**src/rtl/mux4_rr_arbiter.sv**
```systemverilog
`default_nettype none
// ============================================================================
// Module   : mux4_rr_arbiter
// Purpose  : Round-robin burst arbiter steering one 4:1 mux output path.
//            A grant is held until a last beat or the beat cap, then the
//            next requester in rotation is considered after one idle cycle.
// Options  : `define ARB_WATCHDOG_EN to release a grant whose requester
//            stays idle for TIMEOUT consecutive cycles.
// Revision : 1.0 - initial release
// ============================================================================
module mux4_rr_arbiter #(
    parameter int WIDTH     = 8,
    parameter int MAX_BURST = 8,
    parameter int TIMEOUT   = 16
) (
    input  logic                 clk,
    input  logic                 rst,
    input  logic [3:0]           req,
    input  logic [4*WIDTH-1:0]   in_data,
    input  logic [3:0]           in_last,
    output logic [3:0]           in_ready,
    output logic [3:0]           gnt,
    output logic [1:0]           sel,
    output logic                 out_valid,
    output logic [WIDTH-1:0]     out_data,
    output logic                 out_last,
    input  logic                 out_ready
);

    typedef enum logic [0:0] {
        ST_IDLE = 1'b0,
        ST_BUSY = 1'b1
    } state_t;

    // Beat index at which the burst is forcibly terminated
    localparam logic [7:0] C_CAP = 8'(MAX_BURST - 1);

    // Elaboration-time sanity checks on parameter ranges
    if (MAX_BURST < 1 || MAX_BURST > 255) begin : g_bad_max_burst
        $error("mux4_rr_arbiter: MAX_BURST must be in 1..255");
    end
    if (TIMEOUT < 1) begin : g_bad_timeout
        $error("mux4_rr_arbiter: TIMEOUT must be at least 1");
    end

    state_t      r_state, w_state_nxt;
    logic [3:0]  r_gnt, w_gnt_nxt;
    logic [1:0]  r_sel, w_sel_nxt;
    logic [1:0]  r_ptr, w_ptr_nxt;
    logic [7:0]  r_beat_cnt, w_beat_cnt_nxt;
    logic [1:0]  w_win;
    logic        w_busy;
    logic        w_beat;
    logic        w_burst_end;
    logic        w_wd_fire;

    assign w_busy = (r_state == ST_BUSY);

    // Datapath is purely combinational from the registered select
    assign out_valid   = w_busy & req[r_sel];
    assign out_last    = w_busy & (in_last[r_sel] | (r_beat_cnt == C_CAP));
    assign in_ready    = w_busy ? (r_gnt & {4{out_ready}}) : 4'b0000;
    assign out_data    = in_data[int'(r_sel) * WIDTH +: WIDTH];
    assign gnt         = r_gnt;
    assign sel         = r_sel;
    assign w_beat      = out_valid & out_ready;
    assign w_burst_end = w_beat & out_last;

    // Rotating priority: scan ptr+1, ptr+2, ptr+3, ptr; lowest offset wins
    always_comb begin
        w_win = r_ptr;
        for (int k = 4; k >= 1; k--) begin
            if (req[r_ptr + 2'(k)]) begin
                w_win = r_ptr + 2'(k);
            end
        end
    end

`ifdef ARB_WATCHDOG_EN
    localparam int                C_WD_W    = $clog2(TIMEOUT + 1);
    localparam logic [C_WD_W-1:0] C_WD_LAST = C_WD_W'(TIMEOUT - 1);

    logic [C_WD_W-1:0] r_idle_cnt;

    // Fires on the edge where the idle count would reach TIMEOUT
    assign w_wd_fire = w_busy & ~req[r_sel] & (r_idle_cnt == C_WD_LAST);

    // Count consecutive BUSY cycles in which the grant holder is not requesting
    always_ff @(posedge clk) begin
        if (rst) begin
            r_idle_cnt <= '0;
        end else if (!w_busy || req[r_sel] || w_wd_fire) begin
            r_idle_cnt <= '0;
        end else begin
            r_idle_cnt <= r_idle_cnt + 1'b1;
        end
    end
`else
    assign w_wd_fire = 1'b0;
`endif

    // Next-state and grant bookkeeping
    always_comb begin
        w_state_nxt    = r_state;
        w_gnt_nxt      = r_gnt;
        w_sel_nxt      = r_sel;
        w_ptr_nxt      = r_ptr;
        w_beat_cnt_nxt = r_beat_cnt;
        case (r_state)
            ST_IDLE: begin
                if (|req) begin
                    w_state_nxt    = ST_BUSY;
                    w_gnt_nxt      = 4'b0001 << w_win;
                    w_sel_nxt      = w_win;
                    w_beat_cnt_nxt = 8'd0;
                end
            end
            ST_BUSY: begin
                if (w_burst_end || w_wd_fire) begin
                    // sel is left alone so out_data keeps pointing at the last owner
                    w_state_nxt    = ST_IDLE;
                    w_gnt_nxt      = 4'b0000;
                    w_ptr_nxt      = r_sel;
                    w_beat_cnt_nxt = 8'd0;
                end else if (w_beat) begin
                    w_beat_cnt_nxt = r_beat_cnt + 8'd1;
                end
            end
            default: begin
                w_state_nxt = ST_IDLE;
            end
        endcase
    end

    // State register; ptr resets to 3 so requester 0 wins first
    always_ff @(posedge clk) begin
        if (rst) begin
            r_state    <= ST_IDLE;
            r_gnt      <= 4'b0000;
            r_sel      <= 2'b00;
            r_ptr      <= 2'b11;
            r_beat_cnt <= 8'd0;
        end else begin
            r_state    <= w_state_nxt;
            r_gnt      <= w_gnt_nxt;
            r_sel      <= w_sel_nxt;
            r_ptr      <= w_ptr_nxt;
            r_beat_cnt <= w_beat_cnt_nxt;
        end
    end

endmodule
`default_nettype wire

```
**config.mk**
```make
export PLATFORM = sky130hd
export DESIGN_NAME = mux4_rr_arbiter
export DESIGN_NICKNAME = d
export VERILOG_FILES = /design/src/rtl/mux4_rr_arbiter.sv
export SDC_FILE = /design/constraint.sdc
export NUM_CORES = 1
export LEC_CHECK = 0
export CAP_MARGIN = 20
export CORE_MARGIN = 2
export CORE_UTILIZATION = 37
export CTS_BUF_LIST = sky130_fd_sc_hd__clkbuf_2 sky130_fd_sc_hd__clkbuf_4 sky130_fd_sc_hd__clkbuf_8
export CTS_CLUSTER_DIAMETER = 60
export DETAILED_ROUTE_END_ITERATION = 16
export PLACE_DENSITY_LB_ADDON = 0.12
export SYNTH_ARGS = -nofsm -noshare
export SYNTH_HDL_FRONTEND = slang
export SYNTH_SLANG_ARGS = --single-unit
export TNS_END_PERCENT = 100
```
**constraint.sdc**
```tcl
create_clock -name clk -period 1.8 [get_ports clk]
set_input_delay 0.36 -clock clk [delete_from_list [all_inputs] [get_ports clk]]
set_output_delay 0.36 -clock clk [all_outputs]
set_load 0.01 [all_outputs]
```
======== Word level (Yosys, flattened, before mapping) ========
Cells that the tools add are included.
word-level totals
  logic and storage cells ................. 55
  bits of input ports ..................... 43
  output and inout bits ................... 20
  register bits ........................... 17
cells by class
  reductions and logical operators ........ 5
  $add $sub $neg .......................... 4
  bitwise operators ....................... 7
  $lt $le $gt $ge ......................... 4
  eq/ne operators ......................... 4
  mux-type cells .......................... 24
  shifts and indexed selects .............. 2
operators by type and width
  operator             count
  $shiftx 32x6->8      1
  $mux 8               3
  $pmux 8 s2           1
  $lt 2x3->1 const B   4
  $mux 4               3
  $bmux 1 s2           5
  $add 8x1->8 const B  1
  $eq 8x3->1 const B   1
  $pmux 4 s2           1
  $reduce_and 2->1     4
  $mux 1               7
  $mux 2               3
  $add 2x2->2 const B  2
  $and 1x1->1          4
  $and 4x4->4          1
  $reduce_or 4->1      1
  $shl 1x2->4 const A  1
  $ne 3x1->1 const B   1
  $add 2x1->2 const B  1
  $ne 2x1->1 const B   1
  $ne 2x2->1 const B   1
  $pmux 1 s2           1
  $not 1->1            1
  $or 1x1->1           1

======== Logic depth before layout (Yosys ltp) ========
  word-level depth ........................ 9
  gate-level depth with buffers ........... 7
  gate-level depth less buffers ........... 6

======== Worst setup path after synthesis ========
No wires, ideal clock.
  path type ............................... register -> register
  from .................................... register r_sel[0], in the netlist sel[0]
  to ...................................... register r_beat_cnt[6]
  setup slack ............................. -0.178 ns
  library setup time ...................... 0.074 ns
  period minus slack after synthesis ...... 1.978 ns
  arrival time ............................ 1.904 ns
  data required time ...................... 1.726 ns
  path buffers ............................ 1
  stages on the path, launching flop included .. 7
  cell sequence ........................... dfxtp_1 buf_6 mux4_2 a21oi_4 a2bb2oi_2 or4_1 a31oi_1
on the way
  longest elaborated chain between the ends .. 7
  elaborated cells on any way between the ends .. 13
  classes of those cells .................. eq/ne: 1; mux: 6; bitwise: 5; reduce/logical: 1
ends and longest elaborated chain
  item                                                   line    RTL
  start: declaration                                     48      logic [1:0] r_sel, w_sel_nxt;
  start signal: assignment                               146     r_sel <= w_sel_nxt;
  $bmux 1 s2, on equally long branches                   60, 61
  $mux 1, on equally long branches                       60, 61
  $and 1x1->1 / $or 1x1->1 (equally long branches)       60, 61
  $and 1x1->1, on equally long branches                  66, 61
  $and 1x1->1                                            67      assign w_burst_end = w_beat & out_last;
  $mux 8 / $ne 3x1->1 (equally long branches)            --
  $pmux 8 s2 / $reduce_and 2->1 (equally long branches)  --
  end signal: assignment                                 148     r_beat_cnt <= w_beat_cnt_nxt;
  end: declaration                                       50      logic [7:0] r_beat_cnt, w_beat_cnt_nxt;
Several ways; a longest one is shown, not always the timed one. The select of a mux whose other input is x is not followed.
A chain may end at the register's enable or synchronous reset.

======== Worst setup path in the final report ========
  from .................................... register r_sel[0], in the netlist sel[0]
  to ...................................... output out_last
on the way
  longest elaborated chain between the ends .. 4
ends and longest elaborated chain
  item                          line  RTL
  $bmux 1 s2                    61    assign out_last = w_busy & (in_last[r_sel] | (r_beat_cnt == C_CAP));
  $mux 1 (implied by the code)  61
  $or 1x1->1                    61
  $and 1x1->1                   61
  end: declaration              26    output logic out_last,
Every way passes these cells. The select of a mux whose other input is x is not followed.

==> flow_summary.rst <==
.. list-table::
   :header-rows: 1

   * - Metric
     - Value
   * - Outcome
     - finished, violations left
   * - Violated checks
     - negative setup slack
   * - Layout-stage area growth over the synthesis result
     - 91.0%
   * - Slew Viols, Final
     - 0
   * - Top_reg_cell synth
     - sky130_fd_sc_hd__dfxtp_1
   * - Lkg Pwr
     - between 0.9 and 1 nW
   * - Number of instances on the worst hold path
     - 2
   * - Placed wire-length estimate after detailed placement
     - 3.25 mm
   * - Syn_area_per_cell
     - 8.89 µm²
   * - Most frequent cells in the layout
     - sky130_fd_sc_hd__clkdlybuf4s50_1 (42), sky130_fd_sc_hd__buf_4 (29), sky130_fd_sc_hd__nand2_1 (16)
   * - Slowest Stage Delay on Critical Path
     - 550 ps
   * - Routed wirelength normalized by instance count
     - 16.2 µm
   * - Initial Util
     - 0.393
   * - DRC errors left
     - 0
   * - Number of enable flip-flop cells after synthesis
     - 0
   * - Total of max-cap violations
     - 0
   * - Placed cell count
     - between 200 and 300
   * - Data arrival time of the worst path
     - around 1600 ps
   * - R2R setup slack
     - -120 ps
   * - Number of hold buffers added after cts
     - 0
   * - Kind of end point of the critical path
     - output pin
   * - Mapped cell area
     - 1210 µm²
   * - Transition time of the tightest slew-check pin
     - 454 ps
   * - Rows
     - 20
   * - Ports placed on the boundary
     - 63
   * - Filler cell count in the final layout
     - 230
   * - Antenna violations before repair
     - 0
   * - Remaining global-route overflow
     - 0
   * - Synth unique cells
     - 41
   * - Crit path max-delay cell type
     - sky130_fd_sc_hd__mux4_2
   * - Number of global-route vias before repair
     - ~1,600
   * - Wire length of the first global-routing pass
     - slightly above 7 mm
   * - Clock sink total
     - 17
   * - Reg-to-Reg End
     - r_beat_cnt[6]$_SDFFE_PP0P_
   * - Maximum number of pins on one net before global-route repair
     - 14
   * - Final Wtd Congestion
     - 0.852
   * - Vias per inst
     - approximately 5.6
   * - Largest fanout on the critical path
     - 2
   * - Shortest clock period the worst path allows after layout
     - about 2000 ps
   * - Die area
     - 3740 µm²
   * - Pre-CTS setup slack
     - -520 ps
   * - Die Wd
     - roughly 60 µm
   * - Post-synthesis register bit count
     - 17
   * - Cell at the root of the clock tree
     - sky130_fd_sc_hd__clkbuf_4
   * - CTS tree
     - yes
   * - Cell area after placement
     - around 2100 µm²
   * - Area fraction of the dominant cell type after synthesis
     - 0.282
   * - Worst IR Drop VDD
     - approximately 400 µV
   * - Hold Path Origin
     - gnt[3]$_SDFFE_PP0P_
   * - Largest area contributor in the netlist
     - sky130_fd_sc_hd__dfxtp_1
   * - Clock latency reported for the late side of the worst-skew pair
     - 300 ps
   * - Final standard cell count with taps included and fillers excluded
     - 278
   * - Number of warnings printed during yosys synthesis
     - 0
   * - Critical path cell sequence
     - mux4_2 > a21oi_4 > nor2_1 > buf_2
   * - Number of antenna repair diodes
     - 0
   * - Most frequent standard cell in the layout excluding fill and tap cells
     - sky130_fd_sc_hd__clkdlybuf4s50_1
   * - Crit path kind
     - register to output pin
   * - RSZ-0062 raised after global routing
     - true
   * - Number of instances in the synthesized netlist
     - 136
   * - Depth of the most critical reg-to-reg path
     - 8
   * - Count of port buffers added during placement
     - 62
   * - Design area
     - around 2300 µm²
   * - Final wirelength
     - around 4.5 mm
   * - 1st-pass router iterations
     - 4
   * - Detail Route Antenna Nets
     - 0
   * - Vert. Die Dim
     - between 60 and 70 µm
   * - First-iteration detailed-routing DRC count
     - 67
   * - Critical path launch point type
     - register
   * - Destination of the worst hold path
     - gnt[3]$_SDFFE_PP0P_
   * - Ratio of final minimum period to clock period
     - 1.08
   * - Synth async-reset ratio
     - 0
   * - H-tree Lvls
     - 1
   * - Critical path required time
     - between 1000 and 1500 ps
   * - Clock buffers created by TritonCTS
     - 3
   * - Final hold vios
     - 0
   * - Setup violations, final
     - 19
   * - Power density over the cells
     - 562 nW/µm²
   * - Core outline area
     - ~3100 µm²
   * - Headroom to the max-slew limit
     - 0.694
   * - Worst reg2reg startpoint
     - sel[0]$_SDFFE_PP0P_
   * - GRT Overall Usage
     - 0.249
   * - Class of the tightest hold or removal check
     - register to register
   * - Leading post-synthesis cells by cell area
     - sky130_fd_sc_hd__dfxtp_1 (28%), sky130_fd_sc_hd__mux4_2 (19%), sky130_fd_sc_hd__nand2_1 (5.3%), sky130_fd_sc_hd__nand3_1 (5.0%), sky130_fd_sc_hd__o21ai_0 (2.9%)
   * - Clock Skews
     - between 15 and 20 ps
   * - Fin worst setup slack
     - -144 ps
   * - Buffer depth of the longest clock path
     - 2
   * - Net Count, Synth
     - 180
   * - Sequential fraction of the synthesis area
     - 0.282
   * - Overall via count from detail_route
     - around 1,500
   * - Highest achievable clock rate
     - ~500 MHz
   * - Layout net count
     - about 280
   * - Clock transition at the registers of the reported paths
     - around 120 ps
   * - Fraction of layout instances using a drive strength above 1
     - 0.380
-- worst max-delay path by stage --
| stage | from | endpoint | slack [ps] | cells after the start |
|---|---|---|---|---|
| final | sel[0]$_SDFFE_PP0P_ | out_last | -140 | 4 |
| after global routing | sel[0]$_SDFFE_PP0P_ | r_beat_cnt[5]$_SDFFE_PP0P_ | -200 | 8 |
| after CTS | sel[0]$_SDFFE_PP0P_ | out_last | -140 | 4 |
| after detailed placement | in_last[3] | out_last | -520 | 5 |
| after global placement | in_last[3] | out_last | -520 | 5 |
| after floorplan | sel[0]$_SDFFE_PP0P_ | r_beat_cnt[6]$_SDFFE_PP0P_ | -40 | 6 |
-- layout make-up --
type                            instances  area (µm²)  area share
Inverter                                4        15.0     0.00650
Clock inverter                          1        5.00     0.00217
Sequential cell                        17         353       0.153
Tap cell                               44        55.1      0.0238
Multi-Input combinational cell        108         921       0.399
Timing Repair Buffer                  101         937       0.406
Clock buffer                            3        22.5     0.00976
-- flip-flops by register name, summed over array words and instances, names as in the netlist --
register and flops:
r_beat_cnt 8, gnt 4, r_ptr 2, sel 2
r_state 1
-- timing repair --
| action | 4_1_cts | 5_1_grt |
|---|---|---|
| gates cloned | 1 | 1 |
| resized for setup | 63 | 27 |
| pin swaps | 4 | 11 |
| setup endpoints to repair | 28 | 30 |
| buffers inserted | 3 | 3 |
| endpoints found under the hold margin | 0 | 0 |
-- kinds of logic (layout without fill, tap and decap cells) --
kind of cell | Yosys count | count (layout) | share of synthesized area
adders and majority gates | 1 | 1 | 0.0104
buffers and inverters | 11 | 109 | 0.0424
AOI/OAI and AO/OA | 30 | 30 | 0.182
DFF | 17 | 17 | 0.282
muxes | 12 | 12 | 0.203
and+or+nand+nor | 65 | 65 | 0.281
-- routing by layer --
layer / wire length, µm / share of wire / vias up / GRT usage
li1: - / - / 719 / -
met1: 1750 / 0.39 / 733 / 0.335
met2: 2390 / 0.53 / 79 / 0.435
met3: 314 / 0.070 / 12 / 0.0210
met4: 62 / 0.014 / 0 / 0.0559
met5: 0 / 0 / - / 0
-- synthesized netlist by cell type (all sizes together), types with 3 or more instances --
cell     instances
a21oi            6
a2bb2oi          3
a31oi            3
and2             3
and3             4
buf              3
clkbuf           4
dfxtp           17
inv              3
mux4            10
nand2           17
nand3           12
nor2             8
nor3             5
o21ai            7
or4              3
-- critical path: cells and delay by family (launching register included) --
| family | cells | cell delay (ps) |
|---|---|---|
| buffers and inverters | 1 | 140 |
| DFF | 1 | 390 |
| muxes | 1 | 550 |
| and+or+nand+nor | 1 | 50 |
| AOI/OAI and AO/OA | 1 | 150 |
-- through the flow --
stage          hold slack (ps)  setup TNS (ps)  utilization  total power, mW
2_1_floorplan              473           -75.1            -            0.680
3_3_place_gp               485           -9790        0.691            0.987
3_5_place_dp               491          -10530        0.691             1.00
4_1_cts                    509           -1190        0.722             1.25
5_1_grt                    487           -2460        0.750             1.37
6_report                   476           -1210        0.750             1.30
-- where the power goes --
| group | leakage [nW] | internal [mW] | switching (mW) |
|---|---|---|---|
| Clock | 0.0177 | 0.0826 | 0.126 |
| Sequential | 0.141 | 0.401 | 0.0226 |
| Combinational | 0.767 | 0.396 | 0.268 |
| Total | 0.926 | 0.879 | 0.417 |
No activity file was read; power rests on OpenSTA's default activity.
